<file path="src/rtl/uart_pkg.sv">
// Shared definitions for the UART TX arbiter: FSM encodings and default sizing.
package uart_pkg;

  typedef enum logic [1:0] {
    IDLE = 2'd0,
    SEND = 2'd1,
    NEXT = 2'd2
  } state_t;

  localparam logic [15:0] DEFAULT_TIMEOUT = 16'd50000;
  localparam int unsigned DEFAULT_CNT_W   = 8;

endpackage

</file>
<file path="src/rtl/rr_pick.sv">
// Combinational round-robin picker: first requester at or after last_g+1, with wrap-around.
module rr_pick
  import uart_pkg::*;
#(
  parameter int unsigned NREQ  = 3,
  parameter int unsigned IDX_W = (NREQ > 1) ? $clog2(NREQ) : 1
) (
  input  logic [NREQ-1:0]  req,
  input  logic [IDX_W-1:0] last_g,
  output logic [NREQ-1:0]  pick,
  output logic [IDX_W-1:0] pick_idx
);

  logic [IDX_W-1:0] start;
  logic [NREQ-1:0]  rot;
  logic [IDX_W-1:0] off;
  logic             found;

  function automatic logic [IDX_W-1:0] wrap_idx(input int unsigned v);
    return (v >= NREQ) ? IDX_W'(v - NREQ) : IDX_W'(v);
  endfunction

  // Rotate so the search starts just after the previous winner, then map back.
  always_comb begin
    start    = (last_g >= IDX_W'(NREQ - 1)) ? '0 : last_g + IDX_W'(1);
    rot      = '0;
    found    = 1'b0;
    off      = '0;
    pick     = '0;
    pick_idx = '0;
    for (int unsigned k = 0; k < NREQ; k++) begin
      rot[k] = req[wrap_idx(k + 32'(start))];
    end
    for (int unsigned k = 0; k < NREQ; k++) begin
      if (!found && rot[k]) begin
        found = 1'b1;
        off   = IDX_W'(k);
      end
    end
    if (found) begin
      pick_idx       = wrap_idx(32'(off) + 32'(start));
      pick[pick_idx] = 1'b1;
    end
  end

endmodule

</file>
<file path="src/rtl/uart_tx_arbiter.sv">
// Packet-level round-robin arbiter sharing one UART transmitter between NREQ byte streams,
// with a per-byte inactivity watchdog that aborts stalled packets.
module uart_tx_arbiter
  import uart_pkg::*;
#(
  parameter int unsigned NREQ    = 3,
  parameter logic [15:0] TIMEOUT = DEFAULT_TIMEOUT,
  parameter int unsigned CNT_W   = DEFAULT_CNT_W
) (
  input  logic                clk,
  input  logic                rst,
  input  logic [NREQ-1:0]     req,
  input  logic [8*NREQ-1:0]   req_data,
  input  logic [NREQ-1:0]     req_last,
  output logic [NREQ-1:0]     req_ack,
  output logic [NREQ-1:0]     grant,
  input  logic                tx_ready,
  input  logic                tx_accept,
  output logic                tx_start,
  output logic [7:0]          tx_byte,
  output logic                busy,
  output logic [CNT_W-1:0]    abort_cnt
);

  localparam int unsigned IDX_W = (NREQ > 1) ? $clog2(NREQ) : 1;
  localparam int unsigned WD_W  = 16;

  state_t           state;
  logic [IDX_W-1:0] g_idx;
  logic [IDX_W-1:0] last_g;
  logic             last_q;
  logic [WD_W-1:0]  wdog;
  logic [NREQ-1:0]  pick;
  logic [IDX_W-1:0] pick_idx;

  rr_pick #(
    .NREQ (NREQ),
    .IDX_W(IDX_W)
  ) u_pick (
    .req     (req),
    .last_g  (last_g),
    .pick    (pick),
    .pick_idx(pick_idx)
  );

  always_ff @(posedge clk) begin
    if (rst) begin
      state     <= IDLE;
      grant     <= '0;
      req_ack   <= '0;
      tx_start  <= 1'b0;
      tx_byte   <= '0;
      busy      <= 1'b0;
      abort_cnt <= '0;
      last_g    <= IDX_W'(NREQ - 1);
      g_idx     <= '0;
      last_q    <= 1'b0;
      wdog      <= '0;
    end else begin
      req_ack <= '0;
      case (state)
        IDLE: begin
          if (tx_ready && (|req)) begin
            grant    <= pick;
            g_idx    <= pick_idx;
            tx_byte  <= req_data[8*pick_idx +: 8];
            last_q   <= req_last[pick_idx];
            tx_start <= 1'b1;
            busy     <= 1'b1;
            state    <= SEND;
          end
        end
        SEND: begin
          // Byte and last flag were registered at load; requester inputs are ignored here.
          if (tx_accept) begin
            tx_start <= 1'b0;
            req_ack  <= grant;
            wdog     <= '0;
            if (last_q) begin
              grant  <= '0;
              last_g <= g_idx;
              busy   <= 1'b0;
              state  <= IDLE;
            end else begin
              state <= NEXT;
            end
          end
        end
        NEXT: begin
          // Waiting on tx_ready with a byte present never counts toward the watchdog.
          if (req[g_idx]) begin
            if (tx_ready) begin
              tx_byte  <= req_data[8*g_idx +: 8];
              last_q   <= req_last[g_idx];
              tx_start <= 1'b1;
              state    <= SEND;
            end
          end else if (wdog == TIMEOUT - 16'd1) begin
            grant  <= '0;
            last_g <= g_idx;
            busy   <= 1'b0;
            state  <= IDLE;
            if (abort_cnt != '1) begin
              abort_cnt <= abort_cnt + CNT_W'(1);
            end
          end else begin
            wdog <= wdog + WD_W'(1);
          end
        end
        default: begin
          state    <= IDLE;
          grant    <= '0;
          tx_start <= 1'b0;
          busy     <= 1'b0;
        end
      endcase
    end
  end

endmodule

</file>
<file path="config.mk">
export PLATFORM = sky130hd
export DESIGN_NAME = uart_tx_arbiter
export DESIGN_NICKNAME = d
export VERILOG_FILES = /design/src/rtl/uart_pkg.sv /design/src/rtl/rr_pick.sv /design/src/rtl/uart_tx_arbiter.sv
export SDC_FILE = /design/constraint.sdc
export NUM_CORES = 1
export LEC_CHECK = 0
export CORE_MARGIN = 2
export CORE_UTILIZATION = 48
export DETAILED_ROUTE_END_ITERATION = 6
export GPL_TIMING_DRIVEN = 0
export PLACE_DENSITY = 0.77
export SLEW_MARGIN = 40
export SYNTH_ARGS = -nofsm -noshare
export SYNTH_HDL_FRONTEND = slang
export SYNTH_HIERARCHICAL = 1
export SYNTH_SLANG_ARGS = --single-unit
</file>
<file path="constraint.sdc">
create_clock -name clk -period 3.36 [get_ports clk]
set_clock_uncertainty 0.1 [all_clocks]
set_input_delay 0.672 -clock clk [delete_from_list [all_inputs] [get_ports clk]]
set_output_delay 0.672 -clock clk [all_outputs]
set_load 0.05 [all_outputs]
</file>
==> reports/metrics.yaml, run 1 <==
yosys:
  netlist_area_um2: 3200
  avgSynthCellArea_um2: 8.34
  synth_edf_count: 0
  synthCells: 383
  yosys_warnings: 6
  synth_fp_nets: 422
  synth-seq-cells: 47
  yosysSeqAreaShare_pct: 29.4
  synth_cell_type_count: 57
  synthFlopType: "dfxtp_1"
  ys_async_sr_fraction_pct: 0
floorplanning:
  die_y_um: 85.6
  die_x_um: 85.6
  start_util_pct: 50.0
  core_um2: 6390
  die_area_um2: 7330
  num_io_pins: 58
  rows: 29
global_routing:
  antenna_found_initial: 0
  grt_first_pass_wirelength_um: 14300
  grt_pass1_vias: 3039
  grt_overflow: 0
  grt_max_degree: 15
  track_usage_pct: 23.9
final_layout:
  stdcell_area_um2: 4180
  final.fill_count: 540
  drive_gt1_share_pct: 17.4
  diodes: 0
  finalNetCount: 492
  syn2layout_area_growth_pct: 30.8
route:
  drc: 0
  drt_iter0_markers: 162
  avgRoutedWirePerCell_um: 16.5
  postRouteAntennaNets: 0
  avgViaCountPerCell: 6.04
  wl_um: 8770
  vias: 3208
  drt_pre_antenna_iters: 5
cts:
  root_buffer: "clkbuf_8"
  htreeDepth: 2
  clock-sinks: 47
  cts_inserted_buffers: 5
  hold_buffers: 0
  cts_tree: "yes"
  path_clk_slew_ps: 90
  clockBufferDepth: 2
  clkLatencyLatePin_ps: 300
timing:
  maxSlewViolCount: 0
  fin_crit_sh_pct: 99.0
  fmax_mhz: 301
  tightest_slew_ps: 647
  hold_viol: 0
  fin_hold_ws_ps: 384
  setup_viol: 0
  layout_min_cycle_time_ps: 3330
  rsz0062_at_grt: "yes"
  fin_tns_setup_ps: 0
  relSlewSlack_pct: 56.6
run:
  cap_viol_max_count: 0
critical_path:
  arrival_ps: 3430
  crit_type: "primary input to flip-flop"
  cp_max_fo: 5
  critPathLaunchType: "primary input"
  cp-end-kind: "flip-flop"
  crit_required_ps: 3460
pwr:
  p_sw_share_pct: 32.5
  vdd_drop_max_uv: 216
  clockPowerShare_pct: 26.6
  power_switching_mw: 0.447
  internal_power_mw: 0.929
  p_leak_nw: 1.48
  seq_power_share_pct: 43.3
  finalPower_mw: 1.38
  comb_power_share_pct: 30.2
  powerDensity_nw_per_um2: 329
run_status:
  status: "complete, no violations"
placed_design:
  dpl_cell_area_um2: 3910
  port_buffers: 57
  dpl.hpwl_um: 6400
  gp_congestion: 0.907
worst_hold_path:
  hold_path_class: "flip-flop to flip-flop"
## registers in the layout (all words and copies together) (netlist names)
register / cells
req_ack: 3
grant: 3
tx_start: 1
busy: 1
tx_byte: 8
abort_cnt: 8
wdog: 16
last_q: 1
g_idx: 2
state: 2
last_g: 2
## final cells by class
class / count / area, µm² / area share, %
multi-input cells: 303 / 2170 / 52.0
flip-flops and latches: 47 / 941 / 22.5
repair buffers: 63 / 628 / 15.0
plain buffers: 26 / 219 / 5.24
well taps: 77 / 96.3 / 2.30
clock buffers: 7 / 86.3 / 2.07
inverters: 7 / 26.3 / 0.629
clock inverters: 1 / 8.76 / 0.210
## per-stage QoR
step                instances  setup WS [ps]  util, %
floorplan                 383           17.9        -
global placement          517           -959     61.3
detailed placement        517          -1020     61.3
CTS                       527           5.13     63.4
global route              531          -85.6     65.5
finish                    531           33.8     65.5
## cell usage in the layout (no fill, tap or decap), types with 6 or more instances in the layout
cell             count
nand2_1             38
clkbuf_1             7
o31ai_1              6
clkdlybuf4s50_1     54
nand4_1              8
a311oi_1            13
nor2_1              18
or3_1               11
dfxtp_1             47
buf_6                9
nand3_1             23
clkbuf_8             6
nor2b_1              6
a21oi_1             33
nand2b_1            25
buf_4                8
buf_2                7
mux2i_1             17
## power groups by stage
stage | clock network, mW | logic, mW | registers [mW]
detailed placement | 0 | 0.373 | 0.608
global route | 0.395 | 0.442 | 0.599
floorplan | 0 | 0.182 | 0.666
finish | 0.366 | 0.415 | 0.595
global placement | 0 | 0.366 | 0.608
CTS | 0.371 | 0.385 | 0.595
## path summary, 6_finish.rpt
| check | slack [ps] | start | cells after the start | to |
|---|---|---|---|---|
| worst min register to register | 380 | tx_start$_SDFFE_PP0P_ | 2 | tx_start$_SDFFE_PP0P_ |
| worst max register to register | 160 | last_g[0]$_SDFFE_PP0P_ | 17 | tx_byte[5]$_SDFFE_PP0P_ |
| worst max-delay path | 30 | req[0] | 18 | tx_byte[5]$_SDFFE_PP0P_ |
| worst min-delay path | 380 | tx_start$_SDFFE_PP0P_ | 2 | tx_start$_SDFFE_PP0P_ |
## worst max-delay path: stages
cell	delay (ps)
buf_12	100
nor2b_4	120
a221oi_2	250
a21oi_1	70
ha_2	180
inv_2	50
fa_1	450
inv_2	90
ha_4	140
nor2b_4	50
or2_4	240
a21oi_4	190
buf_8	140
clkbuf_16	140
nand2_1	50
a21oi_1	130
o21ai_1	110
a311oi_1	250
## cell families (layout without fill, tap and decap cells)
family	Yosys count	in the layout	share of synthesized area (%)
buffers and inverters	33	104	6.66
muxes	26	26	8.77
DFF	47	47	29.4
adders and majority gates	5	5	2.19
AOI/OAI and AO/OA	90	90	18.9
and+or+nand+nor	182	182	34.1
## repair_timing
| item | in CTS | in global routing |
|---|---|---|
| buffers inserted | 2 | 2 |
| gates cloned | 0 | 2 |
| setup endpoints to repair | 14 | 9 |
| pin swaps | 10 | 20 |
| hold endpoints to repair | 0 | 0 |
| gates resized for setup | 28 | 26 |
## per-layer routing
layer | share of wire [%] | wire, µm | GRT usage (%) | vias to the layer above
met5 | 0 | 0 | 0 | -
met4 | 1.2 | 102 | 5.77 | 0
met3 | 5.0 | 442 | 3.37 | 8
met2 | 51 | 4440 | 42.7 | 130
met1 | 43 | 3780 | 30.3 | 1514
li1 | - | - | - | 1556
## synth_stat cells (all sizes together), types with 2 or more instances
library cell	count	share of area, %
a21boi	4	0.94
a21oi	38	6.0
a221oi	2	0.55
a311oi	14	3.8
a31oi	2	0.39
and2	4	0.78
and3	2	0.39
and3b	3	0.82
and4	4	1.1
buf	18	4.9
clkbuf	8	0.94
dfxtp	47	29
ha	4	1.6
inv	7	0.82
mux2	6	2.1
mux2i	20	6.7
nand2	40	4.7
nand2b	26	5.3
nand3	24	3.8
nand3b	5	1.2
nand4	8	1.6
nor2	20	2.3
nor2b	8	1.6
nor3	7	1.6
nor4	7	1.8
nor4b	3	1.7
o211ai	4	1.4
o21ai	11	1.7
o311ai	2	0.78
o31ai	6	1.4
or3	11	2.2
or4	5	1.2
No activity file was read; power rests on OpenSTA's default activity.
==> run 2, diff against run 1 <==
Settings changed: CORE_UTILIZATION 48 to 36, PLACE_DENSITY 0.77 to not set.
==> reports/metrics.yaml, run 2 (synthesis gave the netlist of run 1 again) <==
run_status:
  status: "complete, no violations"  # unchanged
timing:
  maxSlewViolCount: 0  # unchanged
  setup_viol: 0  # unchanged
  finalWorstSetupSlack_ps: 102  # was 33.8 ps
  layout_min_cycle_time_ps: 3260  # was 3330 ps
  tightest_slew_ps: 670  # was 647 ps
  hold_viol: 0  # unchanged
  relSlewSlack_pct: 55.1  # was 56.6%
  fin_hold_ws_ps: 381  # was 384 ps
  fmax_mhz: 307  # was 301 MHz
  rsz0062_at_grt: "yes"  # unchanged
  fin_crit_sh_pct: 97.0  # was 99.0%
global_routing:
  met3_usage_pct: 2.86  # was 3.37%
  grtUsageMet1_pct: 24.5  # was 30.3%
  grt_first_pass_wirelength_um: 14700  # was 14300 µm
  grt_max_degree: 15  # unchanged
  track_usage_pct: 18.4  # was 23.9%
  gr-max-usage-layer: "met2"  # unchanged
  grt_pass1_vias: 2960  # was 3039
  grt_overflow: 0  # unchanged
  antenna_found_initial: 0  # unchanged
  grtUsageMet2_pct: 30.8  # was 42.7%
pwr:
  power_switching_mw: 0.458  # was 0.447 mW
  p_sw_share_pct: 33.2  # was 32.5%
  clockPowerShare_pct: 25.6  # was 26.6%
  comb_power_share_pct: 31.2  # was 30.2%
  p_leak_nw: 1.50  # was 1.48 nW
  vdd_drop_max_uv: 159  # was 216 µV
  internal_power_mw: 0.920  # was 0.929 mW
  powerDensity_nw_per_um2: 320  # was 329 nW/µm²
  seq_power_share_pct: 43.2  # was 43.3%
final_layout:
  fin_util_pct: 49.6  # was 65.5%
  largest_register: "wdog"  # unchanged
  largest_reg_flops: 16  # unchanged
  final.fill_count: 863  # was 540
  diodes: 0  # unchanged
  most-common-layout-cells: "clkdlybuf4s50_1 (54), dfxtp_1 (47), nand2_1 (40)"  # was clkdlybuf4s50_1 (54), dfxtp_1 (47), nand2_1 (38)
  syn2layout_area_growth_pct: 34.6  # was 30.8%
  drive_gt1_share_pct: 19.3  # was 17.4%
  layout_commonest_cell: "clkdlybuf4s50_1"  # unchanged
  finalNetCount: 498  # was 492
  reg_top3: "wdog (16), abort_cnt (8), tx_byte (8)"  # unchanged
critical_path:
  r2r_slack_ps: 180  # was 160 ps
  critPathLaunchType: "primary input"  # unchanged
  path_cells: "buf_12, nor2b_4, a221oi_2, a21oi_1, ha_2, inv_2, fa_1, inv_2, ha_4, nor2b_4, or2_4, a21oi_4, buf_8, clkbuf_16, nand2_1, a21oi_1, o21ai_1, a311oi_1"  # unchanged
  cpPeakStageDelay_ps: 450  # about the same
  arrival_ps: 3370  # was 3430 ps
  cp-end-kind: "flip-flop"  # unchanged
  crit_required_ps: 3470  # was 3460 ps
  crit_type: "primary input to flip-flop"  # unchanged
  slowest_stage: "fa_1"  # unchanged
  cp_max_fo: 8  # was 5
route:
  avgViaCountPerCell: 5.57  # was 6.04
  drc: 0  # unchanged
  avgRoutedWirePerCell_um: 15.8  # was 16.5 µm
  postRouteAntennaNets: 0  # unchanged
  vias: 3162  # was 3208
  drt_iter0_markers: 116  # was 162
  drt_pre_antenna_iters: 4  # was 5
  wl_um: 9000  # was 8770 µm
floorplanning:
  die_x_um: 98.2  # was 85.6 µm
  start_util_pct: 36.8  # was 50.0%
  die_area_um2: 9650  # was 7330 µm²
  num_io_pins: 58  # unchanged
  rows: 34  # was 29
  die_y_um: 98.2  # was 85.6 µm
  core_um2: 8680  # was 6390 µm²
worst_hold_path:
  hold_path_class: "flip-flop to flip-flop"  # unchanged
cts:
  hold_buffers: 0  # unchanged
  path_clk_slew_ps: 90  # about the same
  clkLatencyLatePin_ps: 310  # was 300 ps
  htreeDepth: 2  # unchanged
  clockBufferDepth: 2  # unchanged
  cts_inserted_buffers: 5  # unchanged
  clock-sinks: 47  # unchanged
  cts_tree: "yes"  # unchanged
  root_buffer: "clkbuf_8"  # unchanged
placed_design:
  pre_cts_ws_ps: -974  # was -1020 ps
  gp_congestion: 0.818  # was 0.907
  dpl.hpwl_um: 6560  # was 6400 µm
  port_buffers: 57  # unchanged
run:
  cap_viol_max_count: 0  # unchanged
-- run 2: what timing repair did --
item | in CTS | in global routing
endpoints found under the hold margin | 0 | 0
buffers inserted | 4 | 8
endpoints found under the setup margin | 13 | 9
cloned | 0 | 0
pin swaps | 7 | 22
resized for setup | 23 | 38
-- run 2: layout make-up --
| type | count | area [µm²] | area share [%] |
|---|---|---|---|
| plain buffers | 26 | 219 | 5.09 |
| repair buffers | 69 | 706 | 16.4 |
| clock buffers | 6 | 72.6 | 1.69 |
| inverters | 7 | 26.3 | 0.611 |
| well taps | 108 | 135 | 3.14 |
| flip-flops and latches | 47 | 941 | 21.9 |
| clock inverters | 2 | 12.5 | 0.291 |
| multi-input cells | 303 | 2190 | 50.9 |
-- run 2: per-stage QoR --
step	std cells	setup TNS, ps	area [µm²]	power [mW]
finish	568	0	4300	1.38
detailed placement	548	-10750	3950	0.980
global route	568	-293	4300	1.45
floorplan	383	0	3250	0.848
CTS	560	0	4090	1.35
global placement	548	-10560	3950	0.977
-- run 2: metal layers --
metal	part of all wire (%)	vias up	routed length, µm
met4	1.1	0	100
met5	0	-	0
met3	3.8	6	338
met2	48	72	4360
met1	47	1521	4200
li1	-	1563	-
-- run 2: final timing paths --
path                                        startpoint                 endpoint  cells after the start
worst max-delay path                            req[0]  tx_byte[2]$_SDFFE_PP0P_                     18
worst min-delay path             tx_start$_SDFFE_PP0P_    tx_start$_SDFFE_PP0P_                      2
worst max register to register  last_g[0]$_SDFFE_PP0P_  tx_byte[7]$_SDFFE_PP0P_                     16
worst min register to register   tx_start$_SDFFE_PP0P_    tx_start$_SDFFE_PP0P_                      2
-- run 2: power groups by stage --
stage / Sequential, mW / Combinational (mW) / Clock [mW]
after floorplan: 0.666 / 0.182 / 0
after global placement: 0.608 / 0.369 / 0
final: 0.596 / 0.430 / 0.353
after CTS: 0.595 / 0.386 / 0.367
after global routing: 0.599 / 0.461 / 0.386
after detailed placement: 0.608 / 0.372 / 0
-- run 2: worst max-delay path: cells and delay by family --
kind / cells / cell delay (ps)
buffers and inverters: 5 / 510
AO/OA/AOI/OAI: 6 / 960
adder cells (fa/ha/maj): 3 / 760
AND/OR/NAND/NOR: 4 / 450
